File: config.mk
export PLATFORM = sky130hd
export DESIGN_NAME = alu_decoder_block_flat
export DESIGN_NICKNAME = d
export VERILOG_FILES = /design/src/rtl/alu_decoder_block_pkg.sv /design/src/rtl/alu_decoder_block_if.sv /design/src/rtl/alu_action_dec.sv /design/src/rtl/alu_decoder_block.sv /design/src/flat_wrapper.sv
export SDC_FILE = /design/constraint.sdc
export NUM_CORES = 1
export LEC_CHECK = 0
export CAP_MARGIN = 5
export CORE_AREA = 4 4 41 43
export CTS_BUF_LIST = sky130_fd_sc_hd__clkbuf_4
export DETAILED_ROUTE_END_ITERATION = 8
export DIE_AREA = 0 0 45 47
export GPL_TIMING_DRIVEN = 0
export SYNTH_ARGS = -nofsm -noshare
export SYNTH_HDL_FRONTEND = slang
export SYNTH_SLANG_ARGS = --single-unit
File: constraint.sdc
create_clock -name clk -period 1.1 [get_ports clk]
set_input_delay 0.33 -clock clk [delete_from_list [all_inputs] [get_ports clk]]
set_output_delay 0.33 -clock clk [all_outputs]
set_load 0.005 [all_outputs]
File: src/rtl/alu_decoder_block_pkg.sv
// rtl/alu_decoder_block_pkg.sv - shared address and action constants for the ALU decoder
package alu_decoder_block_pkg;

  localparam logic [1:0] ROM_PREFIX = 2'b10;
  localparam logic [4:0] ALU_B_ADDR = 5'b11000;

  localparam logic [3:0] ACT_NONE = 4'h0;
  localparam logic [3:0] ACT_CPL  = 4'h1;
  localparam logic [3:0] ACT_CLL  = 4'h2;
  // WPA is reserved: named here so nobody reuses the code, deliberately never decoded.
  localparam logic [3:0] ACT_WPA  = 4'h6;
  localparam logic [3:0] ACT_SRU  = 4'h7;

  function automatic logic in_rom_window(input logic [4:0] addr);
    return addr[4:3] == ROM_PREFIX;
  endfunction

endpackage

File: src/rtl/alu_decoder_block_if.sv
// rtl/alu_decoder_block_if.sv - bus/strobe/action bundle between the sequencer and the ALU decoder
interface alu_decoder_block_if;
  import alu_decoder_block_pkg::*;

  logic       t34;
  logic [4:0] raddr;
  logic [4:0] waddr;
  logic [3:0] action;
  logic       nromoe;
  logic       nread_alu_b;
  logic       nwrite_alu_b;
  logic       naction_cpl;
  logic       naction_cll;
  logic       naction_sru;
  logic [3:0] last_action;

  modport master (
    output t34, raddr, waddr, action,
    input  nromoe, nread_alu_b, nwrite_alu_b,
    input  naction_cpl, naction_cll, naction_sru, last_action
  );

  modport slave (
    input  t34, raddr, waddr, action,
    output nromoe, nread_alu_b, nwrite_alu_b,
    output naction_cpl, naction_cll, naction_sru, last_action
  );

endinterface

File: src/rtl/alu_action_dec.sv
// rtl/alu_action_dec.sv - one-hot active-low decode of the microcode action field
module alu_action_dec
  import alu_decoder_block_pkg::*;
(
  input  logic [3:0] action,
  output logic       naction_cpl,
  output logic       naction_cll,
  output logic       naction_sru
);

  always_comb begin
    naction_cpl = 1'b1;
    naction_cll = 1'b1;
    naction_sru = 1'b1;
    case (action)
      ACT_CPL: naction_cpl = 1'b0;
      ACT_CLL: naction_cll = 1'b0;
      ACT_SRU: naction_sru = 1'b0;
      default: ;
    endcase
  end

endmodule

File: src/rtl/alu_decoder_block.sv
// rtl/alu_decoder_block.sv - ROM/ALU-B address decode, action decode and last-action capture
module alu_decoder_block
  import alu_decoder_block_pkg::*;
(
  input logic               clk,
  input logic               nreset,
  alu_decoder_block_if.slave bus
);

  logic       t34_active;
  logic [3:0] last_action_q;

  // Address strobes only fire during T3/T4; the action decode is ungated.
  assign t34_active       = ~bus.t34;
  assign bus.nromoe       = ~(t34_active && in_rom_window(bus.raddr));
  assign bus.nread_alu_b  = ~(t34_active && (bus.raddr == ALU_B_ADDR));
  assign bus.nwrite_alu_b = ~(t34_active && (bus.waddr == ALU_B_ADDR));

  alu_action_dec u_action_dec (
    .action      (bus.action),
    .naction_cpl (bus.naction_cpl),
    .naction_cll (bus.naction_cll),
    .naction_sru (bus.naction_sru)
  );

  always_ff @(posedge clk or negedge nreset) begin
    if (!nreset) begin
      last_action_q <= ACT_NONE;
    end else if (bus.action != ACT_NONE) begin
      last_action_q <= bus.action;
    end
  end

  assign bus.last_action = last_action_q;

endmodule

File: src/flat_wrapper.sv
// flat-port wrapper written by rule: the top's interface ports become plain ports
module alu_decoder_block_flat import alu_decoder_block_pkg::*;
  (clk, nreset, bus_t34, bus_raddr, bus_waddr, bus_action, bus_nromoe, bus_nread_alu_b, bus_nwrite_alu_b, bus_naction_cpl, bus_naction_cll, bus_naction_sru, bus_last_action);
  alu_decoder_block_if bus_i ();
  input logic clk;
  input logic nreset;
  input wire logic [$bits(bus_i.t34)-1:0] bus_t34;
  input wire logic [$bits(bus_i.raddr)-1:0] bus_raddr;
  input wire logic [$bits(bus_i.waddr)-1:0] bus_waddr;
  input wire logic [$bits(bus_i.action)-1:0] bus_action;
  output wire logic [$bits(bus_i.nromoe)-1:0] bus_nromoe;
  output wire logic [$bits(bus_i.nread_alu_b)-1:0] bus_nread_alu_b;
  output wire logic [$bits(bus_i.nwrite_alu_b)-1:0] bus_nwrite_alu_b;
  output wire logic [$bits(bus_i.naction_cpl)-1:0] bus_naction_cpl;
  output wire logic [$bits(bus_i.naction_cll)-1:0] bus_naction_cll;
  output wire logic [$bits(bus_i.naction_sru)-1:0] bus_naction_sru;
  output wire logic [$bits(bus_i.last_action)-1:0] bus_last_action;
  assign bus_i.t34 = bus_t34;
  assign bus_i.raddr = bus_raddr;
  assign bus_i.waddr = bus_waddr;
  assign bus_i.action = bus_action;
  assign bus_nromoe = bus_i.nromoe;
  assign bus_nread_alu_b = bus_i.nread_alu_b;
  assign bus_nwrite_alu_b = bus_i.nwrite_alu_b;
  assign bus_naction_cpl = bus_i.naction_cpl;
  assign bus_naction_cll = bus_i.naction_cll;
  assign bus_naction_sru = bus_i.naction_sru;
  assign bus_last_action = bus_i.last_action;
  alu_decoder_block u_core (.clk(clk), .nreset(nreset), .bus(bus_i));
endmodule
==> metrics.yaml <==
diodes: 0
std_cell_rows: 13
hold_buffers: 0
finalSetupViolCount: 5
cts_root_buffer: "clkbuf_4"
clkTransAtPathRegs_ps: 40
drc: 0
grt_overflow: 0
fmax_mhz: 804
viasPerCell: 4.55
finalWirelength_um: 892
timing.final.crit_period_ps: 1240
final_max_slew_viol_count: 0
hold_viol_final: 0
rr_worst_depth: 1
cp_top_family: "simple AND/OR/NAND/NOR gates"
cts_sinks: 4
finalCritPeriodShare_pct: 113
p_leak_nw: 0.255
wl_per_cell_um: 12.9
fin_worst_skew_ps: 0
ios: 27
place_congestion: 0.672
portBuffers: 26
rrSetupSlack_ps: 410
core_area_um2: 1300
grt_pass1_vias: 317
violations: "negative setup slack"
synth_area_per_cell_um2: 10.8
htree_levels: 1
post_dp_cell_area_um2: 507
critical_path_class: "in -> out"
synth_nets: 38
synth_fa_ha_area_share_pct: 0
synthMuxAreaShare_pct: 0
syn_area_um2: 228
synth_top_family_by_area: "simple AND/OR/NAND/NOR gates"
grt_start_max_net_pins: 6
start_util_pct: 17.5
synth_compound_area_share_pct: 14.3
cts_buffers: 3
grt_pass1_wl_mm: 1.28
drtIter0Drc: 0
syn2layout_area_growth_pct: 135
drive_gt1_share_pct: 63.0
ys_seq_elements: 4
clk_latency_ps: 230
cap_violations: 0
cp-start-kind: "input port"
cp_max_fo: 1
timing.rr.start: "u_core.bus.last_action[2]"
synth_cells: 21
antenna_left: 0
seq_area_frac_synth_pct: 44.0
num_vias: 314
ys_types: 12
layout_common_cells: "buf_2, buf_6, buf_4, dfrtp_1, clkbuf_4"
final_common_cell: "buf_2"
dieArea_um2: 2120
place_hpwl_um: 647
crit_chain: "buf_6, nor4b_4, nand3b_1, buf_2"
largest_reg_flops: 4
slowest_delay_ps: 250
yosys_warnings: 0
fin_ws_ps: -144
cts_max_path_buffers: 2
worstPathArrival_ps: 910
synth_xor_area_share_pct: 0
r2r_end: "u_core.bus.last_action[2]"
fillCellCount: 145
stdcell_area_um2: 534
worst_slew_pin_slew_ps: 208
tns_ps: -483
cts_tree: "yes"
rsz0062_at_grt: "true"
dr.pass1.iters: 1
cp.buffers_inverters: 2
antenna_found_initial: 0
ir_worst_vdd_uv: 466
cp.required_ps: 770
synthSimpleGateAreaFrac_pct: 38.5
min_path_type: "in -> async"
die_y_um: 47
status: "finished, violations left"
relSlewSlack_pct: 86.1
fp.dieW_um: 45
powerDensity_nw_per_um2: 871
end_kind: "primary output"
slowest_stage: "nor4b_4"
track_usage_pct: 8.56
fin_nets: 73
worst max-delay path by stage:
| stage | start | endpoint | slack [ps] | cells past startpoint |
|---|---|---|---|---|
| final | bus_raddr[2] | bus_nread_alu_b | -140 | 4 |
| after global routing | bus_waddr[2] | bus_nwrite_alu_b | -190 | 4 |
| after CTS | bus_t34 | bus_nread_alu_b | -160 | 4 |
| after detailed placement | bus_waddr[1] | bus_nwrite_alu_b | -860 | 4 |
| after global placement | bus_t34 | bus_nread_alu_b | -860 | 4 |
| after floorplan | bus_waddr[1] | bus_nwrite_alu_b | 60 | 2 |
metrics by stage:
| step | utilization, % | setup slack, ps | cells | hold WS [ps] | power [mW] |
|---|---|---|---|---|---|
| floorplan | - | 58.0 | 21 | 34.4 | 0.186 |
| global placement | 38.9 | -859 | 62 | 461 | 0.288 |
| detailed placement | 38.9 | -859 | 62 | 466 | 0.288 |
| CTS | 40.3 | -158 | 69 | 311 | 0.474 |
| global route | 41.1 | -187 | 69 | 318 | 0.492 |
| finish | 41.1 | -144 | 69 | 313 | 0.466 |
per-layer routing:
layer | up-vias | wire length [um] | track usage [%]
met5 | - | 0 | 0
met1 | 143 | 278 | 7.57
met4 | 0 | 0 | 5.26
met2 | 27 | 409 | 15.5
li1 | 144 | - | -
met3 | 0 | 204 | 4.21
power by group:
part | total, mW | switching [mW] | internal, mW
combinational | 0.127 | 0.0487 | 0.0779
sequential | 0.162 | 0.00520 | 0.157
clock | 0.177 | 0.0549 | 0.122
cell type report:
class                   count  area, um^2  share of cell area [%]
repair buffers             30         229                    42.9
multi-input cells          15         156                    29.3
flip-flops and latches      4         100                    18.7
clock buffers               3        22.5                    4.22
well taps                  15        18.8                    3.51
inverters                   2        7.51                    1.41
synth_stat cells:
master	n	area share, %
a21o_1	2	6.6
a31o_1	2	7.7
dfrtp_1	4	44
inv_1	2	3.3
nand2_1	2	3.3
nand3b_1	2	6.6
nand4_1	1	2.7
nor2_2	1	2.7
nor3_2	2	8.8
nor4b_1	1	3.8
nor4b_2	1	6.6
or3b_1	1	3.8
kinds of logic after synthesis:
logic type	count (synthesis)
buffers and inverters	2
flip-flops	4
AND/OR/NAND/NOR	11
AO/OA/AOI/OAI	4
repair_timing:
action	CTS	global route
buffers inserted	4	0
pin swaps	9	4
setup endpoints to repair	10	5
resized for setup	103	2
No activity file was read; power rests on OpenSTA's default activity.
